### src/rtl/pipe_stage_reg.sv
// pipe_stage_reg: generic pipeline stage register with a valid/ready
// handshake, flush-to-bubble, a saturating stall counter and an optional
// 2-entry skid buffer.
//
// Build option:
//   PIPE_STAGE_SKID_EN defined   -> 2-entry skid buffer (EMPTY/ONE/TWO),
//                                   in_ready_o comes straight from state.
//   PIPE_STAGE_SKID_EN undefined -> single entry (EMPTY/ONE), in_ready_o is
//                                   combinational from out_ready_i.
//
// The head entry lives in main_q, which drives out_data_o directly. main_q
// is reloaded with BUBBLE whenever the stage goes empty, so the output is
// always a plain register and shows BUBBLE while out_valid_o is low.

module pipe_stage_reg #(
  parameter int unsigned      WIDTH  = 64,
  parameter logic [WIDTH-1:0] BUBBLE = {WIDTH{1'b0}},
  parameter int unsigned      CNT_W  = 16
) (
  input  logic             clk_i,
  input  logic             rst_i,
  input  logic             in_valid_i,
  output logic             in_ready_o,
  input  logic [WIDTH-1:0] in_data_i,
  input  logic             flush_i,
  output logic             out_valid_o,
  input  logic             out_ready_i,
  output logic [WIDTH-1:0] out_data_o,
  output logic [1:0]       occupancy_o,
  output logic [CNT_W-1:0] stall_cnt_o
);

  // State encoding doubles as the occupancy count.
  typedef enum logic [1:0] {
    ST_EMPTY = 2'd0,
    ST_ONE   = 2'd1,
    ST_TWO   = 2'd2
  } state_e;

  localparam logic [CNT_W-1:0] CNT_MAX = {CNT_W{1'b1}};
  localparam logic [CNT_W-1:0] CNT_ONE = {{(CNT_W-1){1'b0}}, 1'b1};

  state_e           state_q, state_d;
  logic [WIDTH-1:0] main_q, main_d;
  logic [CNT_W-1:0] stall_cnt_q, stall_cnt_d;
`ifdef PIPE_STAGE_SKID_EN
  logic [WIDTH-1:0] skid_q, skid_d;
`endif

  logic out_valid;
  logic in_ready;
  logic accept;
  logic emit;
  logic stalled;

  // Handshake qualifiers derived from the current state and the ready inputs.
  always_comb begin
    out_valid = (state_q != ST_EMPTY);
`ifdef PIPE_STAGE_SKID_EN
    in_ready  = (state_q != ST_TWO);
`else
    in_ready  = !out_valid || out_ready_i;
`endif
    accept    = in_valid_i && in_ready;
    emit      = out_valid && out_ready_i;
    stalled   = out_valid && !out_ready_i;
  end

  assign out_valid_o = out_valid;
  assign in_ready_o  = in_ready;
  assign out_data_o  = main_q;
  assign occupancy_o = state_q;
  assign stall_cnt_o = stall_cnt_q;

  // Next-state and datapath steering; flush wins over any accept/emit.
  always_comb begin
    state_d = state_q;
    main_d  = main_q;
`ifdef PIPE_STAGE_SKID_EN
    skid_d  = skid_q;
`endif

    case (state_q)
      ST_EMPTY: begin
        if (accept) begin
          state_d = ST_ONE;
          main_d  = in_data_i;
        end
      end

      ST_ONE: begin
`ifdef PIPE_STAGE_SKID_EN
        if (accept && emit) begin
          main_d = in_data_i;
        end else if (accept) begin
          state_d = ST_TWO;
          skid_d  = in_data_i;
        end else if (emit) begin
          state_d = ST_EMPTY;
          main_d  = BUBBLE;
        end
`else
        // Without the skid, an accept while full implies a same-cycle emit.
        if (accept) begin
          main_d = in_data_i;
        end else if (emit) begin
          state_d = ST_EMPTY;
          main_d  = BUBBLE;
        end
`endif
      end

      ST_TWO: begin
`ifdef PIPE_STAGE_SKID_EN
        if (emit) begin
          state_d = ST_ONE;
          main_d  = skid_q;
          skid_d  = BUBBLE;
        end
`else
        state_d = ST_EMPTY;
        main_d  = BUBBLE;
`endif
      end

      default: begin
        state_d = ST_EMPTY;
        main_d  = BUBBLE;
      end
    endcase

    if (flush_i) begin
      state_d = ST_EMPTY;
      main_d  = BUBBLE;
`ifdef PIPE_STAGE_SKID_EN
      skid_d  = BUBBLE;
`endif
    end
  end

  // Stall counter: count back-pressured cycles, stick at the maximum.
  always_comb begin
    stall_cnt_d = stall_cnt_q;
    if (stalled && (stall_cnt_q != CNT_MAX)) begin
      stall_cnt_d = stall_cnt_q + CNT_ONE;
    end
  end

  // State, payload and counter registers with synchronous active-low reset.
  always_ff @(posedge clk_i) begin
    if (!rst_i) begin
      state_q     <= ST_EMPTY;
      main_q      <= BUBBLE;
      stall_cnt_q <= '0;
`ifdef PIPE_STAGE_SKID_EN
      skid_q      <= BUBBLE;
`endif
    end else begin
      state_q     <= state_d;
      main_q      <= main_d;
      stall_cnt_q <= stall_cnt_d;
`ifdef PIPE_STAGE_SKID_EN
      skid_q      <= skid_d;
`endif
    end
  end

endmodule

### config.mk
export PLATFORM = sky130hd
export DESIGN_NAME = pipe_stage_reg
export DESIGN_NICKNAME = d
export VERILOG_FILES = /design/src/rtl/pipe_stage_reg.sv
export SDC_FILE = /design/constraint.sdc
export NUM_CORES = 1
export LEC_CHECK = 0
export BUFFER_PORTS_ARGS = -buffer_cell sky130_fd_sc_hd__buf_2
export CORE_MARGIN = 5
export CORE_UTILIZATION = 48
export DETAILED_ROUTE_END_ITERATION = 8
export PLACE_DENSITY = 0.84
export SLEW_MARGIN = 10
export SYNTH_ARGS = -nofsm -noshare
export SYNTH_HDL_FRONTEND = slang
export SYNTH_SLANG_ARGS = --single-unit
### constraint.sdc
create_clock -name clk_i -period 4.5 [get_ports clk_i]
set_input_delay 0.45 -clock clk_i [delete_from_list [all_inputs] [get_ports clk_i]]
set_output_delay 0.45 -clock clk_i [all_outputs]
set_load 0.01 [all_outputs]
==> flow_summary_export.csv <==
group,metric,value,unit
setup_path,reg2reg_to,"out_data_o[2]",
layout,drive_above_1_share,0.376,
clock_tree,cts_resized,0,
setup_path,cp_num_cells,4,
timing,fmax,0.477,GHz
synthesis,synthArstFlopShare,0,
setup_path,critPathMaxStageDelay,730,ps
min_path,hp-class,"primary input to flip-flop",
synthesis,yosys.area.top_type,"dfxtp_1",
global_routing,grt_pass1_vias,2946,
global_routing,grt_usage,0.212,
status,status,"finished, final reports clean",
power,switching_power,348,µW
power,p_int,1010,µW
timing,finalMaxSlewViolations,0,
setup_path,critPathCaptureType,"flip-flop",
layout,multi_input_area,0.00126,mm²
global_routing,grt_max_degree,66,
setup_path,reg2regPathDepth,4,
die,core,0.00599,mm²
synthesis,ys_top_cells_by_area,"dfxtp_1 (54%), a22oi_1 (16%), nor2_1 (8.4%)",
power,vdd_drop_max,0.199,mV
timing,slew_headroom,0.200,
timing,tns,0,ps
layout,stdcell_count,541,
setup_path,crit_type,"flip-flop to flip-flop",
setup_path,r2r_setup_slack,2400,ps
synthesis,synth_seq_area_share,0.543,
placement,gp_congestion,0.845,
power,p_sw_frac,0.256,
clock_tree,cts_max_path_buffers,2,
die,dieHeight,88.9,µm
layout,final-seq-area,0.00162,mm²
clock_tree,cts_hold_buf,0,
timing,finalSetupViolCount,0,
setup_path,cp-endpoint,"out_data_o[2]",
layout,final_core_util,0.657,
power,p_seq_frac,0.548,
setup_path,cp-start-kind,"flip-flop",
layout,final_area,0.00394,mm²
layout,fillers,512,
die,die-area,0.00790,mm²
layout,layout.nets,531,
timing,finalClockSkew,11.6,ps
setup_path,crit_start,"occupancy_o[0]",
power,clockPowerShare,0.348,
synthesis,syn_avg_cell_area,9.30,µm²
synthesis,syn_inst,321,
detailed_routing,totalWireLength,8580,µm
detailed_routing,antenna_left,0,
synthesis,syn_nets,391,
clock_tree,h-tree-depth,3,
die,die_width,88.9,µm
die,num_io_pins,153,
setup_path,worstPathRequired,4770,ps
setup_path,crit_arrival,2370,ps
clock_tree,cts_tree,"done",
setup_path,path_buf_inv,1,
clock_tree,numCtsBuffers,9,
placement,portBuffers,151,
synthesis,ys_ff_latch,81,
setup_path,critPathSlowestCell,"mux2i_4",
synthesis,yosysWarnings,0,
die,rows,28,
detailed_routing,routed_via_density,5.59,
detailed_routing,vias,3024,
synthesis,yosysTopAreaCellShare,0.543,
job,maxCapViolCount,0,
detailed_routing,drc,0,
power,power_density,345,mW/mm²
detailed_routing,drt-wirelength-per-cell,15.9,µm
layout,antennaDiodeCount,0,
detailed_routing,dr.pass1.iters,7,
timing,whs,353,ps
timing,finalHoldViolCount,0,
power,p_comb_frac,0.104,
synthesis,syn_area,0.00299,mm²
synthesis,netlist-cell-type-count,37,
clock_tree,cts_root_buffer,"clkbuf_8",
setup_path,crit_fanout,40,
power,p_leak,0.00183,µW
die,start_util,0.499,
clock_tree,clock-sinks,81,
placement,dpl_cell_area,0.00376,mm²
timing,rsz0062_at_grt,"false",
placement,dp_cells,525,
setup_path,timing.rr.start,"occupancy_o[0]",
clock_tree,postCtsSetupBuffers,0,
global_routing,grt_remaining_overflow,0,
synthesis,synth_ff_type,"dfxtp_1",
timing,worst_slew_pin_slew,1200,ps
placement,dp_hpwl,5960,µm
detailed_routing,drtIter0Drc,150,
timing,fin_crit,2100,ps
timing,post-route-period-util,0.466,
setup_path,critPathTopFamily,"multiplexers",
setup_path,path_cells,"mux2i_4 -> buf_4 -> a22oi_1 -> nor2_1",
clock_tree,clkSlewWorstSetupHoldPaths,90,ps
global_routing,grt_pass1_wl,13200,µm
layout,area_delta_synth_final,31.8,%
global_routing,antenna_found_initial,0,
synthesis,synth-edff-count,0,
clock_tree,clk_latency,340,ps
==> cells by family after synthesis <==
group                      Yosys count  synth area share
AOI/OAI and AO/OA                   94             0.227
DFF                                 81             0.543
buffers and inverters               28            0.0406
muxes                                2           0.00670
other                                1           0.00126
and+or+nand+nor                    114             0.177
adders and majority gates            1           0.00419
==> Yosys cell counts (3+ instances only) <==
library cell and number:
dfxtp_1 81, nor2_1 67, a22oi_1 64, clkbuf_1 16, nand2_1 12, a21oi_1 10, buf_2 7, nand2b_1 5
nand3_1 5, o21ai_0 5, or3_1 5, and3_1 4, nand4_1 3, o31ai_1 3, or4_1 3
==> through the flow <==
stage,power [µW],setup slack [ps]
global route,1410,2210
finish,1360,2400
floorplan,840,2690
global placement,899,2300
CTS,1370,2410
detailed placement,904,2200
==> metal layers <==
layer  up-vias  global-route usage  part of all wire
met5         -                   0                 0
met4         0              0.0948             0.021
met1      1407               0.254              0.41
met2       149               0.341              0.46
met3        17              0.0764              0.10
li1       1451                   -                 -
==> worst min-delay path, cell delays in order <==
cell and delay (ps):
buf_2 70, a22oi_1 60, nor2_1 70
==> registers in the layout (all words and copies together), names as in the netlist <==
| name | cells |
|---|---|
| out_data_o | 64 |
| stall_cnt_o | 16 |
| occupancy_o | 1 |
==> power groups by stage <==
| stage | Combinational (µW) | Clock [µW] | Sequential (µW) |
|---|---|---|---|
| finish | 141 | 473 | 746 |
| floorplan | 69.7 | 0 | 771 |
| global placement | 137 | 0 | 762 |
| detailed placement | 142 | 0 | 762 |
| global route | 156 | 508 | 748 |
| CTS | 142 | 479 | 746 |
==> worst min-delay path by stage <==
stage	slack (ps)	from	endpoint	depth (start not counted)
6_report	350	in_data_i[11]	out_data_o[11]	3
4_1_cts	340	in_data_i[11]	out_data_o[11]	3
2_1_floorplan	510	stall_cnt_o[5]	stall_cnt_o[5]	2
5_1_grt	350	in_data_i[7]	out_data_o[7]	3
3_5_place_dp	480	out_data_o[17]	out_data_o[17]	2
3_3_place_gp	470	out_data_o[28]	out_data_o[28]	2
==> cells in the final DEF, fill, tap and decap left out, drive strengths merged <==
| cell | Yosys | final |
|---|---|---|
| o211ai | 2 | 2 |
| inv | 2 | 2 |
| o311ai | 2 | 2 |
| ha | 1 | 1 |
| or3 | 5 | 5 |
| nor2 | 67 | 67 |
| o41ai | 2 | 2 |
| a311oi | 1 | 1 |
| nand3 | 5 | 5 |
| mux2i | 2 | 2 |
| and3 | 4 | 4 |
| nor2b | 1 | 1 |
| nand4 | 3 | 3 |
| buf | 9 | 154 |
| and4b | 1 | 1 |
| conb | 1 | 1 |
| or4b | 1 | 1 |
| nand2b | 5 | 5 |
| or4 | 3 | 3 |
| dfxtp | 81 | 81 |
| nand3b | 1 | 1 |
| o31ai | 3 | 3 |
| nor4 | 2 | 2 |
| nor3 | 1 | 1 |
| a211oi | 1 | 1 |
| nand2 | 12 | 12 |
| a41o | 1 | 1 |
| a21oi | 10 | 10 |
| clkinvlp | 0 | 1 |
| a31oi | 1 | 1 |
| a22oi | 64 | 64 |
| clkbuf | 16 | 11 |
| and4 | 2 | 2 |
| clkinv | 1 | 5 |
| o21ai | 5 | 5 |
| and2 | 1 | 1 |
| a31o | 2 | 2 |
==> final cells by class <==
type | count | area share
inverters | 3 | 0.00286
multi-input cells | 212 | 0.320
flip-flops and latches | 81 | 0.412
well taps | 75 | 0.0238
clock buffers | 11 | 0.0359
repair buffers | 154 | 0.198
clock inverters | 5 | 0.00794
Power figures use the tool's default switching activity.
